### config.mk
export PLATFORM = sky130hd
export DESIGN_NAME = spi_miso_router
export DESIGN_NICKNAME = d
export VERILOG_FILES = /design/src/rtl/spi_pkg.sv /design/src/rtl/spi_sync.sv /design/src/rtl/spi_miso_router.sv
export SDC_FILE = /design/constraint.sdc
export NUM_CORES = 1
export LEC_CHECK = 0
export CAP_MARGIN = 20
export CORE_ASPECT_RATIO = 0.7
export CORE_MARGIN = 2
export CORE_UTILIZATION = 53
export DETAILED_ROUTE_END_ITERATION = 10
export PLACE_DENSITY = 0.85
export SYNTH_ARGS = -nofsm -noshare
export SYNTH_HDL_FRONTEND = slang
export SYNTH_SLANG_ARGS = --single-unit
### constraint.sdc
create_clock -name clk -period 4 [get_ports clk]
set_clock_uncertainty 0.2 [all_clocks]
set_input_delay 0.8 -clock clk [delete_from_list [all_inputs] [get_ports clk]]
set_output_delay 0.8 -clock clk [all_outputs]
set_load 0.005 [all_outputs]
### src/rtl/spi_pkg.sv
// Shared types and code-decoding helpers for the SPI MISO router.
package spi_pkg;

    typedef enum logic [1:0] {
        ST_IDLE,
        ST_ACTIVE,
        ST_FAULT
    } state_t;

    localparam int CODE_W = 16;

    function automatic logic [4:0] popcount_zero(input logic [CODE_W-1:0] code);
        logic [4:0] n;
        n = '0;
        for (int i = 0; i < CODE_W; i++) begin
            n = n + 5'(~code[i]);
        end
        return n;
    endfunction

    // Returns {valid, idx}; valid only when exactly one bit is low.
    function automatic logic [4:0] onecold_idx(input logic [CODE_W-1:0] code);
        logic [4:0] r;
        r = '0;
        if (popcount_zero(code) == 5'd1) begin
            for (int i = 0; i < CODE_W; i++) begin
                if (!code[i]) r = {1'b1, 4'(i)};
            end
        end
        return r;
    endfunction

endpackage

### src/rtl/spi_sync.sv
// Multi-stage synchroniser for asynchronous inputs, with a reset preload value.
module spi_sync #(
    parameter int             W       = 1,
    parameter int             STAGES  = 2,
    parameter logic [W-1:0]   RST_VAL = '0
) (
    input  logic         clk,
    input  logic         rst,
    input  logic [W-1:0] d_i,
    output logic [W-1:0] q_o
);

    logic [STAGES-1:0][W-1:0] stg_q;

    always_ff @(posedge clk) begin
        if (rst) begin
            for (int i = 0; i < STAGES; i++) stg_q[i] <= RST_VAL;
        end else begin
            stg_q[0] <= d_i;
            for (int i = 1; i < STAGES; i++) stg_q[i] <= stg_q[i-1];
        end
    end

    assign q_o = stg_q[STAGES-1];

endmodule

### src/rtl/spi_miso_router.sv
// Latches the one-cold chip select per frame, routes the selected MISO line,
// counts SCLK edges and flags illegal or changing select codes.
module spi_miso_router #(
    parameter int N_CH        = 5,
    parameter int FRAME_BITS  = 16,
    parameter int SYNC_STAGES = 2
) (
    input  logic                             clk,
    input  logic                             rst,
    input  logic [N_CH-1:0]                  cs_code,
    input  logic                             sclk,
    input  logic [N_CH-1:0]                  miso_in,
    output logic                             miso_out,
    output logic [$clog2(N_CH)-1:0]          sel_idx,
    output logic                             busy,
    output logic [$clog2(FRAME_BITS+1)-1:0]  bit_cnt,
    output logic                             frame_done,
    output logic                             err_multi,
    output logic                             err_change,
    output logic                             err_short,
    input  logic                             err_clr
);
    import spi_pkg::*;

    localparam int IDXW = $clog2(N_CH);
    localparam int CW   = $clog2(FRAME_BITS+1);
    localparam logic [CW-1:0] FULL = CW'(FRAME_BITS);

    logic [N_CH-1:0] cs_s, miso_s;
    logic            sclk_s;

    spi_sync #(.W(N_CH), .STAGES(SYNC_STAGES), .RST_VAL({N_CH{1'b1}})) u_cs (
        .clk(clk), .rst(rst), .d_i(cs_code), .q_o(cs_s)
    );
    spi_sync #(.W(1), .STAGES(SYNC_STAGES), .RST_VAL(1'b0)) u_sclk (
        .clk(clk), .rst(rst), .d_i(sclk), .q_o(sclk_s)
    );
    spi_sync #(.W(N_CH), .STAGES(SYNC_STAGES), .RST_VAL({N_CH{1'b1}})) u_miso (
        .clk(clk), .rst(rst), .d_i(miso_in), .q_o(miso_s)
    );

    state_t          state_q, state_d;
    logic [IDXW-1:0] sel_q, sel_d;
    logic [CW-1:0]   cnt_q, cnt_d, cnt_inc;
    logic [N_CH-1:0] code_q, code_d;
    logic            miso_q, miso_d, busy_q, busy_d;
    logic            done_q, done_d, short_q, short_d;
    logic            emulti_q, emulti_d, echange_q, echange_d;
    logic            sclk_prev_q, rise;
    logic            set_multi, set_change, cs_idle;
    logic [CODE_W-1:0] code16;
    logic [4:0]      oc;

    always_comb begin
        code16 = '1;
        code16[N_CH-1:0] = cs_s;
    end

    assign oc      = onecold_idx(code16);
    assign cs_idle = &cs_s;
    assign rise    = sclk_s & ~sclk_prev_q;
    assign cnt_inc = (rise && cnt_q != FULL) ? cnt_q + CW'(1) : cnt_q;

    always_comb begin
        state_d    = state_q;
        sel_d      = sel_q;
        cnt_d      = cnt_q;
        code_d     = code_q;
        miso_d     = miso_q;
        busy_d     = busy_q;
        done_d     = 1'b0;
        short_d    = 1'b0;
        set_multi  = 1'b0;
        set_change = 1'b0;
        unique case (state_q)
            ST_IDLE: begin
                miso_d = 1'b1;
                if (cs_idle) begin
                    state_d = ST_IDLE;
                end else if (oc[4]) begin
                    state_d = ST_ACTIVE;
                    sel_d   = oc[IDXW-1:0];
                    code_d  = cs_s;
                    busy_d  = 1'b1;
                    cnt_d   = '0;
                end else begin
                    state_d   = ST_FAULT;
                    busy_d    = 1'b1;
                    set_multi = 1'b1;
                end
            end
            ST_ACTIVE: begin
                cnt_d  = cnt_inc;
                miso_d = miso_s[sel_q];
                // Same-cycle edge and release: judge the frame on the new count.
                if (cs_idle) begin
                    state_d = ST_IDLE;
                    busy_d  = 1'b0;
                    miso_d  = 1'b1;
                    done_d  = (cnt_inc == FULL);
                    short_d = (cnt_inc != FULL);
                end else if (cs_s != code_q) begin
                    state_d    = ST_FAULT;
                    miso_d     = 1'b1;
                    set_change = 1'b1;
                    set_multi  = (popcount_zero(code16) > 5'd1);
                end
            end
            ST_FAULT: begin
                miso_d = 1'b1;
                busy_d = 1'b1;
                if (cs_idle) begin
                    state_d = ST_IDLE;
                    busy_d  = 1'b0;
                end
            end
            default: begin
                state_d = ST_IDLE;
                miso_d  = 1'b1;
                busy_d  = 1'b0;
            end
        endcase
        emulti_d  = set_multi  | (emulti_q  & ~err_clr);
        echange_d = set_change | (echange_q & ~err_clr);
    end

    always_ff @(posedge clk) begin
        if (rst) begin
            state_q     <= ST_IDLE;
            sel_q       <= '0;
            cnt_q       <= '0;
            code_q      <= '1;
            miso_q      <= 1'b1;
            busy_q      <= 1'b0;
            done_q      <= 1'b0;
            short_q     <= 1'b0;
            emulti_q    <= 1'b0;
            echange_q   <= 1'b0;
            sclk_prev_q <= 1'b0;
        end else begin
            state_q     <= state_d;
            sel_q       <= sel_d;
            cnt_q       <= cnt_d;
            code_q      <= code_d;
            miso_q      <= miso_d;
            busy_q      <= busy_d;
            done_q      <= done_d;
            short_q     <= short_d;
            emulti_q    <= emulti_d;
            echange_q   <= echange_d;
            sclk_prev_q <= sclk_s;
        end
    end

    assign miso_out   = miso_q;
    assign sel_idx    = sel_q;
    assign busy       = busy_q;
    assign bit_cnt    = cnt_q;
    assign frame_done = done_q;
    assign err_short  = short_q;
    assign err_multi  = emulti_q;
    assign err_change = echange_q;

endmodule

==> results.txt, run 1 <==
Across all layers, the routed design uses 1411 vias. The maximum buffer depth of the clock tree is 2, and the total power draw is 0.918 mW. The first detailed-routing pass took 5 iterations.

IR analysis of the VDD net gives a maximum drop of 297 uV. For this run, the post-layout net count is 235. At the end of routability-driven placement, the weighted congestion stood at 0.867. Entering global routing, the biggest net connects 38 pins. Relative to the synthesized area, the layout overhead comes to 21.9%. Share of layout cells above drive strength 1: 16.3%. Global routing used 20.4% of the available tracks across all layers. The slowest stage of the critical path is the a311oi_4 cell. The overall die height is 53.7 um, and the number of sinks handled by clock tree synthesis is 44. Number of max-slew violations in the final report: 0.

Clock-pin slew was measured on the worst setup and hold paths at 90 ps. The required time at the worst-slack endpoint was 4000 ps; the measured slew at the worst slew-check pin was 982 ps. The worst path uses 88.5% of the clock period.

Summing all placed instances gives a cell area of 2160 sq um. For the number of hold violations in the final report, the log shows 0. The cell taking the most area after synthesis is dfxtp_1. By startpoint and endpoint, the worst setup path is classified as reg -> reg.

Setup total negative slack on the finished layout was measured at 0 ps. Setup repair after global routing left no endpoint under its margin. Net switching is 23.8% of the power. The number of post-CTS setup repair buffers came out at 0. For this run, the leading register cell type out of synthesis is dfxtp_1.

The tools report the number of antenna diodes as 0. The delay of the slowest cell on the worst path was 650 ps; the power per cell area was 403 nW/um^2. The run gives 0 as the hold buffer count at CTS.

The run finished with clean final reports. The post-synthesis instance area is 1870 sq um. TritonCTS built the clock tree. The starting density of the core was 57.4%. The area inside the core boundary is 3250 sq um, and the later-pin clock latency in the skew report is 300 ps. The headroom to the max-slew limit was 34.4%. Setup violations remaining at the end of the flow were counted as 0.

Data arrives at the worst endpoint at 3540 ps. The worst register-to-register path has a setup slack of 460 ps. Of all nets on the critical path, the largest fanout is 14. Sequential cells were found to cover 47.2% of the synthesized design area. Pin placement for this block handled 28 I/O pins.

Upper clock frequency limit: 282 MHz. Dividing the synthesized area by the synthesized cell count gives 9.94 sq um. The tools report the number of antenna violations at the first check in global routing as 0.

Kind of path behind the tightest hold check: reg -> reg. The cell count after synthesis came out at 188. The final period demand of the worst path was 3540 ps; the count of synthesis-stage warnings from yosys was 0. Leakage dissipation: 0.925 nW. The flip-flop and latch count after synthesis is 44, and the violation count after the first detailed-routing iteration is 79. Buffers placed on the I/O ports in this run total 27.

In this run the core area contains 17 standard-cell rows. For the count of instances resized after the clock tree is built, the log shows 0. The signal on the critical path passes through fa_1 > inv_1 > fa_1 > inv_1 > ha_1 > or4b_4 > a311oi_4 > nor3b_1 > a41o_1. The tree is rooted in a clkbuf_8. The portion of synthesized cell area occupied by the leading cell type was 47.2%.

Dividing the detail-routed via count by the number of cells gives 5.39. Per report_power, the combinational group accounts for 11.3% of the total. The run gives 0 as the number of max-cap violations.

The number of H-tree branching levels was 2; the distinct cell type count after synthesis was 49. Counting every net in the synthesized netlist gives 209. The via count of the first global-routing pass is 1293, and the die extent in x is 75.0 um. The logs give 4020 sq um for the die footprint and 2280 sq um for the post-route standard cell area excluding fillers. For the first-pass GRT wire length, the log shows 5930 um.

The number of buffers and inverters on the critical path is 2. The tools report the clock buffer count from CTS as 5. The cell class contributing the biggest share of worst-path delay is adder cells.

The logs give 0.218 mW for the switching power summed over all nets and 3570 um for the aggregate routed wire length. Type of destination of the critical path: a register. The internal power of the cells totals 0.700 mW. In the final routed layout, each cell accounts on average for 13.6 um.

The number of synthesized flops with an enable pin is 0, and the remaining antenna violation count is 0. The remaining design rule violation count came out at 0. In the post-synthesis netlist, the biggest area contributors are dfxtp_1 47%, or2_2 6.7%, ha_1 3.3%.

Global routing finished with a remaining overflow of 0. For the final HPWL from detailed placement, the log shows 2620 um. Registers are responsible for 51.4% of the overall power. STA classifies the critical path startpoint as a register. Per report_power, the clock group accounts for 37.3% of the total. The fraction of registers with async set/reset came out at 0%.
cells in the final DEF (no fill, tap or decap), drive strengths merged, types with 6 or more instances in the layout:
cell / instances
dfxtp: 44
clkdlybuf4s50: 27
or2: 20
inv: 14
nor2: 9
nor3: 7
nand2: 6
nand3: 6
power by group through the flow:
stage	clock [mW]	combinational [mW]	sequential, mW
2_1_floorplan	0	0.0730	0.477
3_3_place_gp	0	0.101	0.481
3_5_place_dp	0	0.103	0.482
4_1_cts	0.351	0.104	0.472
5_1_grt	0.370	0.114	0.475
6_report	0.343	0.104	0.472
cell usage after synthesis (2+ instances only):
cell type  count
a211o_1        3
a21oi_1        3
a31oi_1        4
and3_1         3
clkbuf_1       7
dfxtp_1       44
fa_1           2
ha_1           5
inv_1         13
mux2i_1        2
nand2_1        6
nand2b_1       3
nand3_1        6
nand4_1        5
nor2_1         9
nor2b_1        5
nor3_1         7
nor3b_1        3
o21ai_0        5
or2_2         20
xnor2_1        5
kinds of logic after synthesis:
kind of cell    after synthesis  share of synthesized area (%)
compound gates               30                           13.2
xor+xnor                      6                           2.81
fa+ha+maj                     8                           6.03
buf+inv                      22                           4.89
flops                        44                           47.2
mux                           3                           2.28
simple gates                 75                           23.6
state kept, by name, summed over array words and instances (netlist names):
register	flops
bit_cnt	5
busy	1
code_q	5
err_change	1
err_multi	1
err_short	1
frame_done	1
miso_out	1
sclk_prev_q	1
sel_idx	3
state_q	2
u_cs.q_o	5
u_cs.stg_q	5
u_miso.q_o	5
u_miso.stg_q	5
u_sclk.q_o	1
u_sclk.stg_q	1
routing by layer:
metal | global-route usage, % | up-vias | wire, um | part of all wire (%)
met4 | 10.4 | 0 | 79 | 2.2
met1 | 27.9 | 647 | 1740 | 49
met5 | 0 | - | 0 | 0
met2 | 30.6 | 45 | 1550 | 43
li1 | - | 708 | - | -
met3 | 4.68 | 11 | 207 | 5.8
final timing paths:
check,start,endpoint,cells past startpoint
setup / recovery,u_cs.q_o[2],sel_idx[1],9
hold / removal,u_cs.stg_q[2],u_cs.q_o[2],1
setup reg to reg,u_cs.q_o[2],sel_idx[1],9
hold reg to reg,u_cs.stg_q[2],u_cs.q_o[2],1
cell type report:
cell class / count / area (sq um)
fillers: 246 / 977
multi-input cells: 122 / 896
flip-flops and latches: 44 / 881
repair buffers: 28 / 278
clock buffers: 5 / 68.8
well taps: 47 / 58.8
inverters: 13 / 48.8
clock inverters: 3 / 46.3
worst reg2reg max path, stage by stage, from the launching register on:
cell      delay, ps
dfxtp_1         410
fa_1            530
inv_1            50
fa_1            400
inv_1            70
ha_1            240
or4b_4          530
a311oi_4        650
nor3b_1         110
a41o_1          230
metrics by stage:
| step | setup slack [ps] | hold slack, ps | util (%) | std cells |
|---|---|---|---|---|
| after floorplan | 781 | 189 | - | 188 |
| after global placement | 555 | 192 | 66.4 | 254 |
| after detailed placement | 485 | 193 | 66.4 | 254 |
| after CTS | 461 | 210 | 70.0 | 262 |
| after global routing | 284 | 225 | 70.0 | 262 |
| final | 459 | 199 | 70.0 | 262 |
(Power assumes the default switching activity.)
==> run 2: changes to the inputs <==
- CORE_UTILIZATION: 53 -> 40
- PLACE_DENSITY: 0.85 -> 0.69
- clock period: 4 -> 3.5 ns (I/O delays scaled with it)
==> run 2 against run 1 <==
Flip-flop and latch count unchanged; combinational power increased by 20%; register-to-register slack got worse by 230 ps; critical path type unchanged.
==> results.txt, run 2 (synthesized netlist as in run 1, its figures left out) <==
The number of vias per cell was 5.11 (-5.2%). The area inside the core boundary was 4400 sq um (+35%). The startpoint identified for the worst register-to-register timing path is u_cs.q_o[3]. For the later-pin clock latency in the skew report, the log shows 290 ps (about the same).

Starting density of the core: 42.4% (-15 points). The overall die height is 61.2 um (+14%), and the count of instances resized after the clock tree is built is 0 (unchanged). The die extent in x was 85.7 um (+14%); the area used by multi-input combinational logic was 896 sq um (unchanged). Post-route clock period utilization: 93.6% (+5.1 points).

The run gives 0.871 (+0.44%) as the global placer's final weighted congestion. The logs give 2 (unchanged) for the maximum buffer depth of the clock tree and 2510 um (-4.2%) for the final HPWL from detailed placement. The logs give 1404 (-0.50%) for the via count and 220 ps (-230 ps) for the slack of the worst reg-to-reg path. The via count of the first global-routing pass came out at 1267 (-2.0%). Setup repair after global routing left no endpoint under its margin. The power per cell area is 464 nW/um^2 (+15%). For the routed metal-1 wire length, the log shows 1850 um (+6.8%). The upper clock frequency limit is 305 MHz (+8.1%), and the largest fanout on the critical path is 7 (-7). The data arrival time of the critical path is 3300 ps (-240 ps). The sum of met3 wire segment lengths after detailed routing is 189 um (-8.7%), and the number of max-slew violations in the final report is 0 (unchanged).

The worst setup path is of the reg -> reg kind. The instance area after placement was 2210 sq um (+2.2%). Share of layout cells above drive strength 1: 18.2% (+1.9 points). STA classifies the critical path endpoint as a register. The die footprint came out at 5240 sq um (+30%).

The total power draw is 1.08 mW (+18%). The top cell types in the final layout, fill and taps aside, are 44 x dfxtp_1, 27 x clkdlybuf4s50_1, 20 x or2_2. The sequential cell area is 881 sq um (unchanged), and the number of H-tree branching levels is 2 (unchanged). The count of port buffers added during placement came out at 27 (unchanged).

The number of antenna diodes is 0 (unchanged), and the leakage dissipation is 0.960 nW (+3.8%). The required time at the worst-slack endpoint was 3520 ps (-480 ps); the depth of the worst register-to-register path was 10 (+1). The aggregate routed wire length was 3410 um (-4.5%). TritonCTS built the clock tree. The synthesis-to-finish area growth was 25.1%; the first-pass GRT wire length was 5860 um (-1.2%).

The clock slew at the register clock pins of the worst setup and hold paths is 80 ps (about the same). The total negative slack is 0 ps (unchanged), and the largest net degree at the start of global routing is 25 (-34%). Post-placement cell count: 267 (+5.1%). The net count of the finished layout was 240 (+2.1%); the headroom to the max-slew limit was 58.5% (+24 points).

Capturing element of the worst setup path: code_q[1]. The kind of path behind the tightest hold check is reg -> reg. The mean routed wirelength per cell works out to 12.4 um (-9.0%). The count of fill cells added during filler insertion came out at 400 (+63%). In this run the worst setup path begins at u_cs.q_o[3]. The tree is rooted in a clkbuf_8. The violation count after the first detailed-routing iteration is 106 (+34%). The final period demand of the worst path was 3280 ps (-266 ps); the peak ir drop on the vdd network was 247 uV (-17%). The run gives 0 (unchanged) as the final setup violation count. The flow ran to the end, and the final reports show no timing, DRC or antenna violations. The tools report the number of ports placed on the die boundary as 28 (unchanged). The post-route standard cell area excluding fillers is 2340 sq um (+2.6%), and the number of sinks handled by clock tree synthesis is 44 (unchanged).

The run gives 0 (unchanged) as the number of hold violations in the final report. The endpoint identified for the worst register-to-register timing path is code_q[1]. The remaining design rule violation count came out at 0 (unchanged).

The logs give 0 (unchanged) for the remaining global-route overflow and 0 (unchanged) for the remaining antenna violation count. The length of routed met2 wiring is 1350 um (-13%), and the first-pass iteration count of the detailed router is 5 (unchanged). The final cell count without fillers was 275 (+5.0%); the number of max-cap violations was 0 (unchanged). The measured slew at the worst slew-check pin works out to 619 ps (-362 ps). The element type at the critical path start was a register. The most frequent standard cell in the layout excluding fill and tap cells was dfxtp_1.

Placement row count: 20 (+3). The overall track demand over capacity in global routing came out at 14.4% (-6.1 points). Clock buffer count from CTS: 5 (unchanged). The tools report the number of antenna violations at the first check in global routing as 0 (unchanged). The detailed router used layers up to and including met4.
-- run 2: changes by cell type in the layout (fill, tap and decap cells not counted), sizes merged --
cell | before | now
clkinvlp | 1 | 0
clkbuf | 5 | 7
inv | 14 | 13
buf | 1 | 6
-- run 2: what timing repair did --
| item | CTS | global route |
|---|---|---|
| buffers inserted | 0 | 0 |
| hold buffers | 0 | 0 |
| setup endpoints to repair | 0 | 2 |
-- run 2: worst min path at each step --
| stage | from | endpoint | slack [ps] | depth (start not counted) |
|---|---|---|---|---|
| finish | u_cs.stg_q[0] | u_cs.q_o[0] | 210 | 1 |
| CTS | u_cs.stg_q[0] | u_cs.q_o[0] | 210 | 1 |
| global route | u_cs.stg_q[2] | u_cs.q_o[2] | 220 | 1 |
| global placement | u_miso.stg_q[2] | u_miso.q_o[2] | 190 | 1 |
| detailed placement | u_miso.stg_q[2] | u_miso.q_o[2] | 190 | 1 |
| floorplan | u_cs.stg_q[0] | u_cs.q_o[0] | 190 | 1 |
-- run 2: critical path, cell delays in order, from the launching register on --
cell and delay, ps:
dfxtp_1 410, fa_1 510, inv_1 50, fa_1 410, inv_1 70, ha_1 250, or4b_4 530, a311oi_4 380
buf_4 210, nor3_1 40, a31oi_1 140
-- run 2: cell type report --
type | count | share of cell area, %
Inverter | 13 | 2.09
Sequential cell | 44 | 37.7
Timing Repair Buffer | 33 | 13.5
Tap cell | 55 | 2.95
Clock buffer | 7 | 4.12
Clock inverter | 1 | 1.29
Multi-Input combinational cell | 122 | 38.4
-- run 2: routing by layer --
metal	global-route usage (%)	up-vias
met5	0	-
met4	3.40	0
met3	4.16	3
met2	20.5	38
met1	21.5	646
li1	-	717
-- run 2: power by group --
part	internal (mW)	leakage (nW)	switching (mW)	total [mW]
logic	0.0687	0.535	0.0559	0.125
registers	0.522	0.361	0.0159	0.538
clock network	0.252	0.0645	0.169	0.421
-- run 2: metrics by stage --
stage          util [%]  worst slack [ps]  hold WS [ps]
3_3_place_gp       50.2               256           192
4_1_cts            53.0               171           213
2_1_floorplan         -               281           189
6_report           53.0               225           212
5_1_grt            53.0              13.8           223
3_5_place_dp       50.2               192           193
